## config.mk

```make
export PLATFORM = sky130hd
export DESIGN_NAME = laser_cover
export DESIGN_NICKNAME = d
export VERILOG_FILES = /design/src/rtl/laser_pkg.sv /design/src/rtl/laser_inside.sv /design/src/rtl/laser_cover.sv
export SDC_FILE = /design/constraint.sdc
export NUM_CORES = 1
export LEC_CHECK = 0
export ABC_AREA = 0
export CORE_ASPECT_RATIO = 1.25
export CORE_UTILIZATION = 30
export DETAILED_ROUTE_END_ITERATION = 10
export SLEW_MARGIN = 20
export SYNTH_ARGS = -nofsm -noshare
export SYNTH_HDL_FRONTEND = slang
export SYNTH_HIERARCHICAL = 1
export SYNTH_SLANG_ARGS = --single-unit
```

## constraint.sdc

```tcl
create_clock -name CLK -period 14.54 [get_ports CLK]
set_clock_uncertainty 0.05 [all_clocks]
set_input_delay 2.908 -clock CLK [delete_from_list [all_inputs] [get_ports CLK]]
set_output_delay 2.908 -clock CLK [all_outputs]
set_load 0.01 [all_outputs]
```

## src/rtl/laser_pkg.sv

```systemverilog
// laser_pkg: shared state encoding and width helpers for the laser_cover solver.
package laser_pkg;

    typedef enum logic [2:0] {
        StLoad,
        StSweepC1,
        StUpdC1,
        StSweepC2,
        StUpdC2,
        StTally,
        StFinish
    } state_t;

    // Side length of the square grid.
    function automatic int unsigned grid_size(input int unsigned coord_w);
        return 32'd1 << coord_w;
    endfunction

    // Width of a raster index {cy,cx}.
    function automatic int unsigned idx_w(input int unsigned coord_w);
        return 2 * coord_w;
    endfunction

    // Number of candidate centres on the grid.
    function automatic int unsigned grid_cells(input int unsigned coord_w);
        return grid_size(coord_w) * grid_size(coord_w);
    endfunction

    // Squared radius used as the coverage threshold.
    function automatic int unsigned radius_sq(input int unsigned radius);
        return radius * radius;
    endfunction

endpackage

```

## src/rtl/laser_inside.sv

```systemverilog
// laser_inside: combinational test of whether a point lies inside a circle.
// An inactive circle never covers anything. No wrap-around across grid edges.
module laser_inside
    import laser_pkg::*;
#(
    parameter int unsigned COORD_W = 4,
    parameter int unsigned RADIUS  = 4
) (
    input  logic [COORD_W-1:0] cx_i,
    input  logic [COORD_W-1:0] cy_i,
    input  logic [COORD_W-1:0] px_i,
    input  logic [COORD_W-1:0] py_i,
    input  logic               active_i,
    output logic               inside_o
);

    localparam int unsigned SqW   = 2 * COORD_W;
    localparam int unsigned DistW = 2 * COORD_W + 1;
    localparam logic [DistW-1:0] RadSq = DistW'(radius_sq(RADIUS));

    logic [COORD_W-1:0] dx;
    logic [COORD_W-1:0] dy;
    logic [SqW-1:0]     dx_sq;
    logic [SqW-1:0]     dy_sq;
    logic [DistW-1:0]   dist_sq;

    // Absolute deltas, squared and summed, compared against RADIUS^2.
    always_comb begin
        dx       = (cx_i >= px_i) ? (cx_i - px_i) : (px_i - cx_i);
        dy       = (cy_i >= py_i) ? (cy_i - py_i) : (py_i - cy_i);
        dx_sq    = SqW'(dx) * SqW'(dx);
        dy_sq    = SqW'(dy) * SqW'(dy);
        dist_sq  = DistW'(dx_sq) + DistW'(dy_sq);
        inside_o = active_i && (dist_sq <= RadSq);
    end

endmodule

```

## src/rtl/laser_cover.sv

```systemverilog
// laser_cover: loads NUM_OBJ points, then places two circles by alternating exhaustive
// sweeps over the grid to maximise the union of covered points.
// Build option LASER_TIE_LAST_EN: sweep ties pick the last raster candidate instead of
// the first.
module laser_cover
    import laser_pkg::*;
#(
    parameter int unsigned COORD_W  = 4,
    parameter int unsigned NUM_OBJ  = 40,
    parameter int unsigned RADIUS   = 4,
    parameter int unsigned MAX_ITER = 8
) (
    input  logic                         CLK,
    input  logic                         RST_N,
    input  logic                         IN_VALID,
    input  logic [COORD_W-1:0]           X,
    input  logic [COORD_W-1:0]           Y,
    output logic                         BUSY,
    output logic [COORD_W-1:0]           C1X,
    output logic [COORD_W-1:0]           C1Y,
    output logic [COORD_W-1:0]           C2X,
    output logic [COORD_W-1:0]           C2Y,
    output logic [$clog2(NUM_OBJ+1)-1:0] COUNT,
    output logic                         DONE
);

    localparam int unsigned IdxW  = idx_w(COORD_W);
    localparam int unsigned CntW  = $clog2(NUM_OBJ + 1);
    localparam int unsigned PtrW  = $clog2(NUM_OBJ);
    localparam int unsigned IterW = $clog2(MAX_ITER + 1);

    localparam logic [PtrW-1:0]  PtrLast  = PtrW'(NUM_OBJ - 1);
    localparam logic [IdxW-1:0]  CandLast = IdxW'(grid_cells(COORD_W) - 1);
    localparam logic [IterW-1:0] IterOne  = IterW'(1);
    localparam logic [IterW-1:0] IterMax  = IterW'(MAX_ITER);

    state_t             state_q;
    logic [COORD_W-1:0] obj_x_q [NUM_OBJ];
    logic [COORD_W-1:0] obj_y_q [NUM_OBJ];
    logic [PtrW-1:0]    ptr_q;
    logic [IdxW-1:0]    cand_q;
    logic [IdxW-1:0]    best_idx_q;
    logic [CntW-1:0]    acc_q;
    logic [CntW-1:0]    best_cnt_q;
    logic [CntW-1:0]    count_q;
    logic [IterW-1:0]   iter_q;
    logic [COORD_W-1:0] c1x_q;
    logic [COORD_W-1:0] c1y_q;
    logic [COORD_W-1:0] c2x_q;
    logic [COORD_W-1:0] c2y_q;
    logic               c2_act_q;
    logic               c1_chg_q;
    logic               done_q;
    logic               busy_q;

    logic [COORD_W-1:0] pt_x;
    logic [COORD_W-1:0] pt_y;
    logic [COORD_W-1:0] ca_x;
    logic [COORD_W-1:0] ca_y;
    logic [COORD_W-1:0] cb_x;
    logic [COORD_W-1:0] cb_y;
    logic               cb_act;
    logic               in_a;
    logic               in_b;
    logic               hit;
    logic               better;
    logic               last_obj;
    logic [CntW-1:0]    acc_sum;
    logic [IdxW-1:0]    c1_idx;
    logic [IdxW-1:0]    c2_idx;

    // Route circle A (candidate, or C1 in TALLY) and circle B (the other circle).
    always_comb begin
        pt_x   = obj_x_q[ptr_q];
        pt_y   = obj_y_q[ptr_q];
        ca_x   = cand_q[COORD_W-1:0];
        ca_y   = cand_q[IdxW-1:COORD_W];
        cb_x   = c2x_q;
        cb_y   = c2y_q;
        cb_act = c2_act_q;
        if (state_q == StSweepC2) begin
            cb_x   = c1x_q;
            cb_y   = c1y_q;
            cb_act = 1'b1;
        end else if (state_q == StTally) begin
            ca_x   = c1x_q;
            ca_y   = c1y_q;
            cb_act = 1'b1;
        end
    end

    laser_inside #(
        .COORD_W (COORD_W),
        .RADIUS  (RADIUS)
    ) u_inside_a (
        .cx_i     (ca_x),
        .cy_i     (ca_y),
        .px_i     (pt_x),
        .py_i     (pt_y),
        .active_i (1'b1),
        .inside_o (in_a)
    );

    laser_inside #(
        .COORD_W (COORD_W),
        .RADIUS  (RADIUS)
    ) u_inside_b (
        .cx_i     (cb_x),
        .cy_i     (cb_y),
        .px_i     (pt_x),
        .py_i     (pt_y),
        .active_i (cb_act),
        .inside_o (in_b)
    );

    // Sweeps count new coverage only; TALLY counts the union.
    always_comb begin
        hit      = (state_q == StTally) ? (in_a | in_b) : (in_a & ~in_b);
        acc_sum  = acc_q + CntW'(hit);
        last_obj = (ptr_q == PtrLast);
        c1_idx   = {c1y_q, c1x_q};
        c2_idx   = {c2y_q, c2x_q};
`ifdef LASER_TIE_LAST_EN
        better   = (acc_sum >= best_cnt_q);
`else
        better   = (acc_sum > best_cnt_q);
`endif
    end

    // Control FSM with point storage and registered results.
    always_ff @(posedge CLK) begin
        if (!RST_N) begin
            state_q    <= StLoad;
            for (int i = 0; i < NUM_OBJ; i++) begin
                obj_x_q[i] <= '0;
                obj_y_q[i] <= '0;
            end
            ptr_q      <= '0;
            cand_q     <= '0;
            best_idx_q <= '0;
            acc_q      <= '0;
            best_cnt_q <= '0;
            count_q    <= '0;
            iter_q     <= '0;
            c1x_q      <= '0;
            c1y_q      <= '0;
            c2x_q      <= '0;
            c2y_q      <= '0;
            c2_act_q   <= 1'b0;
            c1_chg_q   <= 1'b0;
            done_q     <= 1'b0;
            busy_q     <= 1'b0;
        end else begin
            done_q <= 1'b0;
            unique case (state_q)
                StLoad: begin
                    if (IN_VALID) begin
                        obj_x_q[ptr_q] <= X;
                        obj_y_q[ptr_q] <= Y;
                        if (last_obj) begin
                            // New problem: previous results are dropped here.
                            ptr_q    <= '0;
                            cand_q   <= '0;
                            acc_q    <= '0;
                            iter_q   <= IterOne;
                            c2_act_q <= 1'b0;
                            busy_q   <= 1'b1;
                            c1x_q    <= '0;
                            c1y_q    <= '0;
                            c2x_q    <= '0;
                            c2y_q    <= '0;
                            count_q  <= '0;
                            state_q  <= StSweepC1;
                        end else begin
                            ptr_q <= ptr_q + 1'b1;
                        end
                    end
                end
                StSweepC1, StSweepC2: begin
                    if (last_obj) begin
                        if ((cand_q == '0) || better) begin
                            best_cnt_q <= acc_sum;
                            best_idx_q <= cand_q;
                        end
                        acc_q  <= '0;
                        ptr_q  <= '0;
                        cand_q <= cand_q + 1'b1;
                        if (cand_q == CandLast) begin
                            state_q <= (state_q == StSweepC1) ? StUpdC1 : StUpdC2;
                        end
                    end else begin
                        acc_q <= acc_sum;
                        ptr_q <= ptr_q + 1'b1;
                    end
                end
                StUpdC1: begin
                    c1x_q    <= best_idx_q[COORD_W-1:0];
                    c1y_q    <= best_idx_q[IdxW-1:COORD_W];
                    c1_chg_q <= (best_idx_q != c1_idx);
                    c2_act_q <= 1'b1;
                    state_q  <= StSweepC2;
                end
                StUpdC2: begin
                    c2x_q <= best_idx_q[COORD_W-1:0];
                    c2y_q <= best_idx_q[IdxW-1:COORD_W];
                    if (((iter_q != IterOne) && !c1_chg_q && (best_idx_q == c2_idx)) ||
                        (iter_q == IterMax)) begin
                        state_q <= StTally;
                    end else begin
                        iter_q  <= iter_q + 1'b1;
                        state_q <= StSweepC1;
                    end
                end
                StTally: begin
                    if (last_obj) begin
                        count_q <= acc_sum;
                        acc_q   <= '0;
                        ptr_q   <= '0;
                        done_q  <= 1'b1;
                        state_q <= StFinish;
                    end else begin
                        acc_q <= acc_sum;
                        ptr_q <= ptr_q + 1'b1;
                    end
                end
                StFinish: begin
                    busy_q  <= 1'b0;
                    state_q <= StLoad;
                end
                default: state_q <= StLoad;
            endcase
        end
    end

    assign BUSY  = busy_q;
    assign C1X   = c1x_q;
    assign C1Y   = c1y_q;
    assign C2X   = c2x_q;
    assign C2Y   = c2y_q;
    assign COUNT = count_q;
    assign DONE  = done_q;

endmodule

```

==> results of run 1 <==
-- tightest hold or removal path: cells and delay by family, from the launching register on --
kind               cells  cell delay, ps
DFF                    1             310
AOI/OAI and AO/OA      2             130
-- per-layer routing --
metal | wire, um | global-route usage [%] | vias to the layer above | share of wire, %
met5 | 0 | 0 | - | 0
met1 | 27700 | 17.1 | 8698 | 38
met3 | 3310 | 1.90 | 127 | 4.6
met2 | 38100 | 27.6 | 512 | 53
li1 | - | - | 7644 | -
met4 | 3000 | 6.38 | 0 | 4.2
-- registers in the layout, summed over array words and instances, names as in the netlist, 6 cells and up, named ones only --
register,flops
cand_q,8
obj_y_q,256
obj_x_q,256
best_cnt_q,6
ptr_q,6
acc_q,6
best_idx_q,8
COUNT,6
-- kinds of logic after synthesis --
logic type / synth area share (%)
buffers and inverters: 3.23
multiplexers: 11.6
flip-flops: 59.1
other: 0.0132
XOR/XNOR: 1.17
AND/OR/NAND/NOR: 13.1
adder cells (fa/ha/maj): 5.45
AO/OA/AOI/OAI: 6.29
-- synthesized netlist by cell type, types with 6 or more instances --
library cell / n / share of area, %
inv_1: 104 / 1.4
nor2_1: 133 / 1.8
xnor2_1: 6 / 0.18
mux2_2: 23 / 0.91
nor2b_1: 14 / 0.31
mux4_2: 122 / 9.7
nor2_2: 11 / 0.24
nand2_1: 61 / 0.80
or3_1: 8 / 0.18
dfxtp_1: 73 / 5.1
nor3_1: 12 / 0.21
a31oi_1: 8 / 0.18
o221ai_1: 20 / 0.62
edfxtp_1: 512 / 54
clkbuf_1: 73 / 0.96
fa_1: 30 / 2.1
nand4_1: 12 / 0.26
a21o_1: 13 / 0.34
a22o_1: 6 / 0.18
nand2b_1: 12 / 0.26
o22ai_1: 16 / 0.35
a21oi_1: 58 / 1.0
buf_2: 35 / 0.62
nand3b_1: 6 / 0.16
a22oi_1: 28 / 0.74
mux2i_1: 29 / 1.0
ha_1: 76 / 3.3
nand3_1: 45 / 0.79
xor2_1: 32 / 0.98
buf_1: 7 / 0.092
and2_1: 323 / 7.1
or2_1: 7 / 0.15
o21ai_0: 69 / 1.2
-- power by group --
group,internal (mW),switching (mW),total [mW]
sequential,1.86,0.0303,1.89
clock,0.831,0.655,1.49
combinational,0.417,0.552,0.969
total,3.11,1.24,4.34
-- per-stage QoR --
step                cells  cell area, sq um
floorplan            2071             28500
global placement     3223             30000
detailed placement   3223             30000
CTS                  3320             31900
global route         3320             31900
finish               3320             31900
-- final cells by class --
class                           instances  area share (%)
Clock buffer                           61            4.32
Clock inverter                         36            1.42
Timing Repair Buffer                   67            1.78
Sequential cell                       585            52.8
Tap cell                             1206            4.73
Multi-Input combinational cell       1260            33.7
Inverter                              105            1.24
-- worst max path at each step --
stage / startpoint / to / slack [ps] / cells past startpoint
after floorplan: flip-flop / best_cnt_q[1] / 5230 / 36
after global placement: flip-flop / best_cnt_q[1] / 2960 / 36
after detailed placement: flip-flop / best_idx_q[2] / 2650 / 36
after CTS: flip-flop / best_idx_q[2] / 2590 / 36
after global routing: flip-flop / best_cnt_q[0] / 2350 / 37
final: flip-flop / best_idx_q[2] / 3050 / 35
==> run_results.csv, run 1 <==
group,metric,value,unit
worst_hold_path,hold_end,"best_cnt_q[0]",
routing,wl,72200,um
cells_and_area,syn2layout_area_growth,12.0,%
worst_hold_path,holdCritPathClass,"flip-flop to flip-flop",
timing,final-hold-violation-count,0,
global_routing,grt_overflow,0,
clock_tree,postCtsSetupBuffers,0,
critical_path,cp_common_cell,"fa_1",
cells_and_area,antennaDiodeCount,0,
critical_path,cpLargestDelayFamily,"compound AO/OA/AOI/OAI gates",
critical_path,criticalPathCategory,"flip-flop to flip-flop",
critical_path,worstReg2RegEnd,"best_idx_q[2]",
cells_and_area,fin_util,34.1,%
synth,synthArstFlopShare,0,%
synth,seq_area_frac_synth,59.1,%
timing,period_minus_slack,11490,ps
synth,netlist_instances,2071,
critical_path,start_kind,"flip-flop",
placement,place_ws,2650,ps
timing,relSlewSlack,20.5,%
clock_tree,clock-root-buffer,"clkbuf_16",
run,cap_violations,0,
worst_hold_path,holdPathStages,2,
critical_path,crit_slowest_cell,"dfxtp_4",
critical_path,r2r_slack,3050,ps
routing,wire_per_inst,21.7,um
critical_path,endpoint_kind,"flip-flop",
cells_and_area,final_common_cell,"edfxtp_1",
routing,dr.pass1.iters,6,
floorplanning,start_util,30.4,%
routing,drc,0,
clock_tree,htreeDepth,2,
critical_path,rr_worst_depth,35,
timing,fin_tns_setup,0,ps
power,ir_drop,90.8,uV
critical_path,arrival,11990,ps
run_status,outcome,"finished clean",
floorplanning,die_area,0.0961,sq mm
critical_path,path_buf_inv,4,
critical_path,critical_path.max_stage_delay,930,ps
power,p_total,4.34,mW
clock_tree,clkSinkCount,585,
global_routing,grt_antenna_before_repair,0,
cells_and_area,multiInputGateArea,0.0107,sq mm
clock_tree,clk_transition_reported_paths,60,ps
power,p_leak,11.1,nW
synth,synth-edff-count,512,
clock_tree,clockBufferDepth,3,
cells_and_area,regArea,0.0168,sq mm
timing,timing.hold.ws,435,ps
timing,slew_violations,0,
power,powerDensity,136,mW/mm^2
global_routing,grt_pass1_wl,110000,um
cells_and_area,layout-drive-gt1-share,14.1,%
floorplanning,die_h,346,um
routing,num_vias,17000,
synth,synth-seq-cells,585,
floorplanning,die_w,278,um
critical_path,crit_fanout,66,
worst_hold_path,holdCritStartpoint,"best_cnt_q[0]",
timing,fin_crit_sh,79.0,%
timing,fin_ws,3050,ps
synth,avgSynthCellArea,13.7,sq um
clock_tree,cts_buffers,54,
synth,synth_nets,2188,
cells_and_area,num-fill-cells,8922,
synth,synth_cell_types,79,
timing,rsz0062_at_grt,"no",
floorplanning,rows,125,
timing,setup_viol,0,
routing,drt.antenna.violating_nets,0,
cells_and_area,final_cell_mix,"edfxtp_1 (512), and2_1 (323), nor2_1 (133), mux4_2 (122), inv_1 (104)",
global_routing,grt_max_degree,68,
synth,netlist_area,0.0285,sq mm
placement,dp_hpwl,48000,um
cells_and_area,nNetsFinal,2190,
global_routing,grt_use_total,14.9,%
timing,tightest_slew,1190,ps
routing,first_iter_violations,1261,
placement,numPortBuffers,34,
synth,synthFlopType,"edfxtp_1",
global_routing,grt_pass1_vias,17600,
routing,via_per_inst,5.11,
placement,globalplace.congestion,0.891,
synth,yosys_warnings,6,
clock_tree,clkLatencyLatePin,660,ps
clock_tree,holdBufCountCts,0,
floorplanning,core_area,0.0935,sq mm
timing,max_freq,87.1,MHz
critical_path,cp.required,15040,ps
clock_tree,cts_tree,"yes",
floorplanning,pin_count,35,
clock_tree,post_cts_resized,0,
No activity file was read; power rests on OpenSTA's default activity.
==> run 2, diff against run 1 <==
==> constraint.sdc (replaced) <==
create_clock -name CLK -period 9.74 [get_ports CLK]
set_clock_uncertainty 0.05 [all_clocks]
set_input_delay 1.948 -clock CLK [delete_from_list [all_inputs] [get_ports CLK]]
set_output_delay 1.948 -clock CLK [all_outputs]
set_load 0.01 [all_outputs]
==> run_results.csv, run 2 (synthesis results as in run 1) <==
group,metric,value,unit
critical_path,endpoint_kind,"flip-flop",
critical_path,worstReg2RegEnd,"best_cnt_q[2]",
timing,fin_crit_sh,98.5,%
placement,dp_hpwl,49000,um
worst_hold_path,hold_end,"c2_act_q",
timing,timing.hold.ws,434,ps
timing,setup_viol,0,
global_routing,grt_pass1_vias,17600,
clock_tree,clockBufferDepth,3,
cells_and_area,nNetsFinal,2322,
global_routing,grt_use_total,14.8,%
global_routing,busiest_layer,"met2",
routing,wl,73000,um
clock_tree,clk_transition_reported_paths,70,ps
timing,max_freq,104,MHz
clock_tree,clkLatencyLatePin,640,ps
global_routing,use_met2,27.6,%
critical_path,r2r_slack,150,ps
critical_path,rr_worst_depth,35,
timing,fin_tns_setup,0,ps
worst_hold_path,holdPathStages,2,
cells_and_area,reg.largest.list,"obj_x_q (256), obj_y_q (256)",
routing,wire_per_inst,21.1,um
power,ir_drop,165,uV
routing,via_per_inst,5.02,
critical_path,criticalPathCategory,"flip-flop to flip-flop",
floorplanning,core_area,0.0935,sq mm
global_routing,grt_max_degree,65,
timing,slew_violations,0,
critical_path,critical_path.max_stage_delay,560,ps
timing,fin_ws,149,ps
timing,tightest_slew,1160,ps
floorplanning,rows,125,
routing,num_vias,17400,
global_routing,met1_usage,17.3,%
placement,place_ws,-455,ps
cells_and_area,final_common_cell,"edfxtp_1",
power,powerDensity,206,mW/mm^2
critical_path,path_buf_inv,8,
run_status,outcome,"finished clean",
cells_and_area,layout-drive-gt1-share,22.3,%
cells_and_area,fin_util,36.1,%
cells_and_area,antennaDiodeCount,0,
clock_tree,cts_buffers,55,
placement,globalplace.congestion,0.857,
global_routing,grtUsageMet3,2.02,%
run,cap_violations,0,
critical_path,crit_slowest_cell,"fa_1",
timing,relSlewSlack,21.7,%
power,p_leak,11.9,nW
worst_hold_path,holdCritPathClass,"flip-flop to flip-flop",
global_routing,grt_antenna_before_repair,0,
floorplanning,die_area,0.0961,sq mm
worst_hold_path,holdCritStartpoint,"c2_act_q",
cells_and_area,syn2layout_area_growth,18.4,%
routing,drt.antenna.violating_nets,0,
clock_tree,clkSinkCount,585,
clock_tree,htreeDepth,2,
timing,period_minus_slack,9590,ps
floorplanning,die_w,278,um
routing,dr.pass1.iters,7,
clock_tree,cts_tree,"yes",
routing,drc,0,
placement,numPortBuffers,34,
critical_path,crit_fanout,7,
critical_path,cp.required,10160,ps
cells_and_area,final_cell_mix,"edfxtp_1 (512), and2_1 (322), nor2_1 (132), buf_4 (131), mux4_2 (122)",
timing,rsz0062_at_grt,"yes",
routing,first_iter_violations,1299,
floorplanning,die_h,346,um
critical_path,start_kind,"flip-flop",
global_routing,grt_overflow,0,
global_routing,grt_pass1_wl,109000,um
floorplanning,pin_count,35,
clock_tree,clock-root-buffer,"clkbuf_16",
critical_path,cpLargestDelayFamily,"adder cells",
timing,final-hold-violation-count,0,
floorplanning,start_util,30.4,%
clock_tree,holdBufCountCts,0,
critical_path,arrival,10010,ps
## run 2: cell count changes in the layout (fill, tap and decap cells not counted), moves of 8 or more
cell / change
ha_4: +9
a21oi_1: -8
buf_4: +100
buf_12: +13
buf_6: +11
ha_1: -9
## run 2: repair_timing
item                                    in CTS  in global routing
setup buffers                                5                 39
cloned                                       3                  3
gates resized for setup                     30                 93
endpoints found under the setup margin      14                 14
endpoints found under the hold margin        0                  0
pin swaps                                    9                 63
## run 2: worst max path at each step
stage               from             to  slack [ps]  cells after the start
3_5_place_dp   flip-flop  best_cnt_q[2]        -460                     36
6_report       flip-flop  best_cnt_q[2]         150                     35
2_1_floorplan  flip-flop  best_cnt_q[1]         430                     36
3_3_place_gp   flip-flop  best_cnt_q[3]        -350                     36
5_1_grt        flip-flop  best_cnt_q[5]         -90                     37
4_1_cts        flip-flop  best_cnt_q[2]          10                     36
## run 2: metal layers
metal | vias up | share of wire [%] | wire length (um)
met5 | - | 0 | 0
met4 | 0 | 3.8 | 2810
met3 | 124 | 4.5 | 3290
met2 | 475 | 53 | 38600
met1 | 8839 | 39 | 28300
li1 | 7929 | - | -
## run 2: through the flow
step | cells | power (mW) | area [sq um]
3_3_place_gp | 3306 | 4.41 | 30800
5_1_grt | 3457 | 7.32 | 33700
3_5_place_dp | 3306 | 4.48 | 30800
2_1_floorplan | 2071 | 3.93 | 28500
6_report | 3457 | 6.95 | 33700
4_1_cts | 3417 | 6.76 | 32800
## run 2: worst reg2reg max path: cells and delay by family, from the launching register on
| kind | cells | cell delay [ps] |
|---|---|---|
| multiplexers | 2 | 800 |
| adder cells (fa/ha/maj) | 9 | 3100 |
| buffers and inverters | 8 | 980 |
| AND/OR/NAND/NOR | 5 | 1370 |
| XOR/XNOR | 1 | 140 |
| AO/OA/AOI/OAI | 10 | 2570 |
| flip-flops | 1 | 430 |
## run 2: layout make-up
cell class	count	area (sq um)
clock buffer	66	1420
sequential	585	16800
tap	1206	1510
fill	8803	59800
inverter	105	394
multi-input combinational	1261	11300
timing repair buffer	197	1840
clock inverter	37	458
## run 2: power breakdown
part           internal (mW)  switching (mW)  total (mW)
Combinational          0.908           0.989        1.90
Clock                   1.28           0.971        2.26
Sequential              2.77          0.0270        2.80
==> run 3, diff against run 2 <==
--- a/config.mk
+++ b/config.mk
@@ -7,6 +7,7 @@
 export LEC_CHECK = 0
 export ABC_AREA = 0
 export CORE_ASPECT_RATIO = 1.25
+export CORE_MARGIN = 2
 export CORE_UTILIZATION = 30
 export DETAILED_ROUTE_END_ITERATION = 10
 export SLEW_MARGIN = 20
==> run_results.csv, run 3 (synthesis results as in run 1) <==
group,metric,value,unit
critical_path,rr_worst_depth,36,
routing,wl,74000,um
cells_and_area,reg.largest.list,"obj_x_q (256), obj_y_q (256)",
timing,fin_crit_sh,97.9,%
power,ir_drop,144,uV
run_status,outcome,"finished clean",
power,p_total,6.85,mW
critical_path,crit_slowest_cell,"a2111o_2",
clock_tree,cts_tree,"yes",
timing,max_freq,105,MHz
clock_tree,cts_buffers,55,
power,p_leak,11.9,nW
critical_path,path_depth,36,
routing,num_vias,17600,
critical_path,arrival,9960,ps
clock_tree,clk_transition_reported_paths,70,ps
floorplanning,start_util,30.2,%
clock_tree,clkLatencyLatePin,630,ps
clock_tree,clock-root-buffer,"clkbuf_16",
routing,wire_per_inst,21.4,um
worst_hold_path,holdCritStartpoint,"c2_act_q",
critical_path,crit_fanout,7,
placement,globalplace.congestion,0.849,
critical_path,criticalPathCategory,"flip-flop to flip-flop",
cells_and_area,syn2layout_area_growth,18.5,%
run,cap_violations,0,
worst_hold_path,holdCritPathClass,"flip-flop to flip-flop",
critical_path,start_kind,"flip-flop",
critical_path,path_buf_inv,9,
timing,tightest_slew,1130,ps
floorplanning,die_w,280,um
timing,period_minus_slack,9540,ps
timing,setup_viol,0,
routing,dr.pass1.iters,6,
routing,first_iter_violations,1473,
routing,drc,0,
cells_and_area,finalNonFillerCells,3465,
floorplanning,rows,126,
cells_and_area,final_cell_mix,"edfxtp_1 (512), and2_1 (322), buf_4 (134), nor2_1 (131), mux4_2 (122)",
global_routing,grt_antenna_before_repair,1,
routing,via_per_inst,5.07,
global_routing,grt_use_total,14.7,%
power,powerDensity,203,mW/mm^2
placement,dp_hpwl,49300,um
timing,final-hold-violation-count,0,
global_routing,grt_pass1_vias,17900,
floorplanning,core_area,0.0943,sq mm
cells_and_area,final_common_cell,"edfxtp_1",
floorplanning,die_h,348,um
critical_path,endpoint_kind,"flip-flop",
clock_tree,htreeDepth,2,
placement,numPortBuffers,34,
worst_hold_path,holdPathStages,2,
placement,placedCellCount,3310,
clock_tree,clkSinkCount,585,
timing,slew_violations,0,
global_routing,grt_pass1_wl,110000,um
cells_and_area,antennaDiodeCount,0,
critical_path,cp.required,10160,ps
cells_and_area,layout-drive-gt1-share,22.6,%
clock_tree,clockBufferDepth,3,
floorplanning,pin_count,35,
critical_path,critical_path.max_stage_delay,610,ps
clock_tree,holdBufCountCts,0,
routing,drt.antenna.violating_nets,0,
floorplanning,die_area,0.0974,sq mm
cells_and_area,nNetsFinal,2321,
global_routing,grt_max_degree,65,
global_routing,grt_overflow,0,
critical_path,cpLargestDelayFamily,"adder cells",
timing,relSlewSlack,23.5,%
## run 3: tightest hold or removal path, cell delays in order, from the launching register on
cell and delay [ps]:
dfxtp_1 330, a21oi_1 60, nor2_1 70
## run 3: worst paths after layout
| check | endpoint | slack, ps |
|---|---|---|
| worst min-delay path | c2_act_q | 440 |
| worst max-delay path | best_cnt_q[5] | 200 |
| worst min register to register | c2_act_q | 440 |
| worst max register to register | best_cnt_q[5] | 200 |
## run 3: what timing repair did
action / 4_1_cts / 5_1_grt
resized for setup: 32 / 103
pin swaps: 8 / 60
cloned: 3 / 6
setup endpoints to repair: 14 / 14
buffers inserted: 3 / 42
## run 3: report_power, final
group	total, mW	internal, mW	leakage, nW	switching (mW)
clock	2.21	1.25	0.889	0.958
sequential	2.80	2.77	5.62	0.0274
combinational	1.84	0.871	5.42	0.967
## run 3: per-stage QoR
stage,instance area (sq um),setup TNS (ps),hold slack [ps],setup WS [ps],utilization (%)
final,33700,0,444,204,35.8
after global routing,33700,-507,470,-52.8,35.8
after CTS,32800,0,443,8.06,34.8
after detailed placement,30700,-7150,431,-585,32.6
after global placement,30700,-2610,414,-210,32.6
after floorplan,28500,0,398,427,-
## run 3: area by class of cell
type	count	area, sq um
clock buffers	63	1450
clock inverters	39	374
fillers	8924	60500
inverters	105	394
multi-input cells	1261	11300
flip-flops and latches	585	16800
well taps	1216	1520
repair buffers	196	1870
## run 3: layer usage
| layer | wire (um) | global-route usage, % | up-vias |
|---|---|---|---|
| li1 | - | - | 7950 |
| met1 | 28900 | 17.5 | 8999 |
| met2 | 39100 | 27.2 | 518 |
| met3 | 3540 | 1.69 | 114 |
| met4 | 2430 | 5.34 | 2 |
| met5 | 13 | 0 | - |
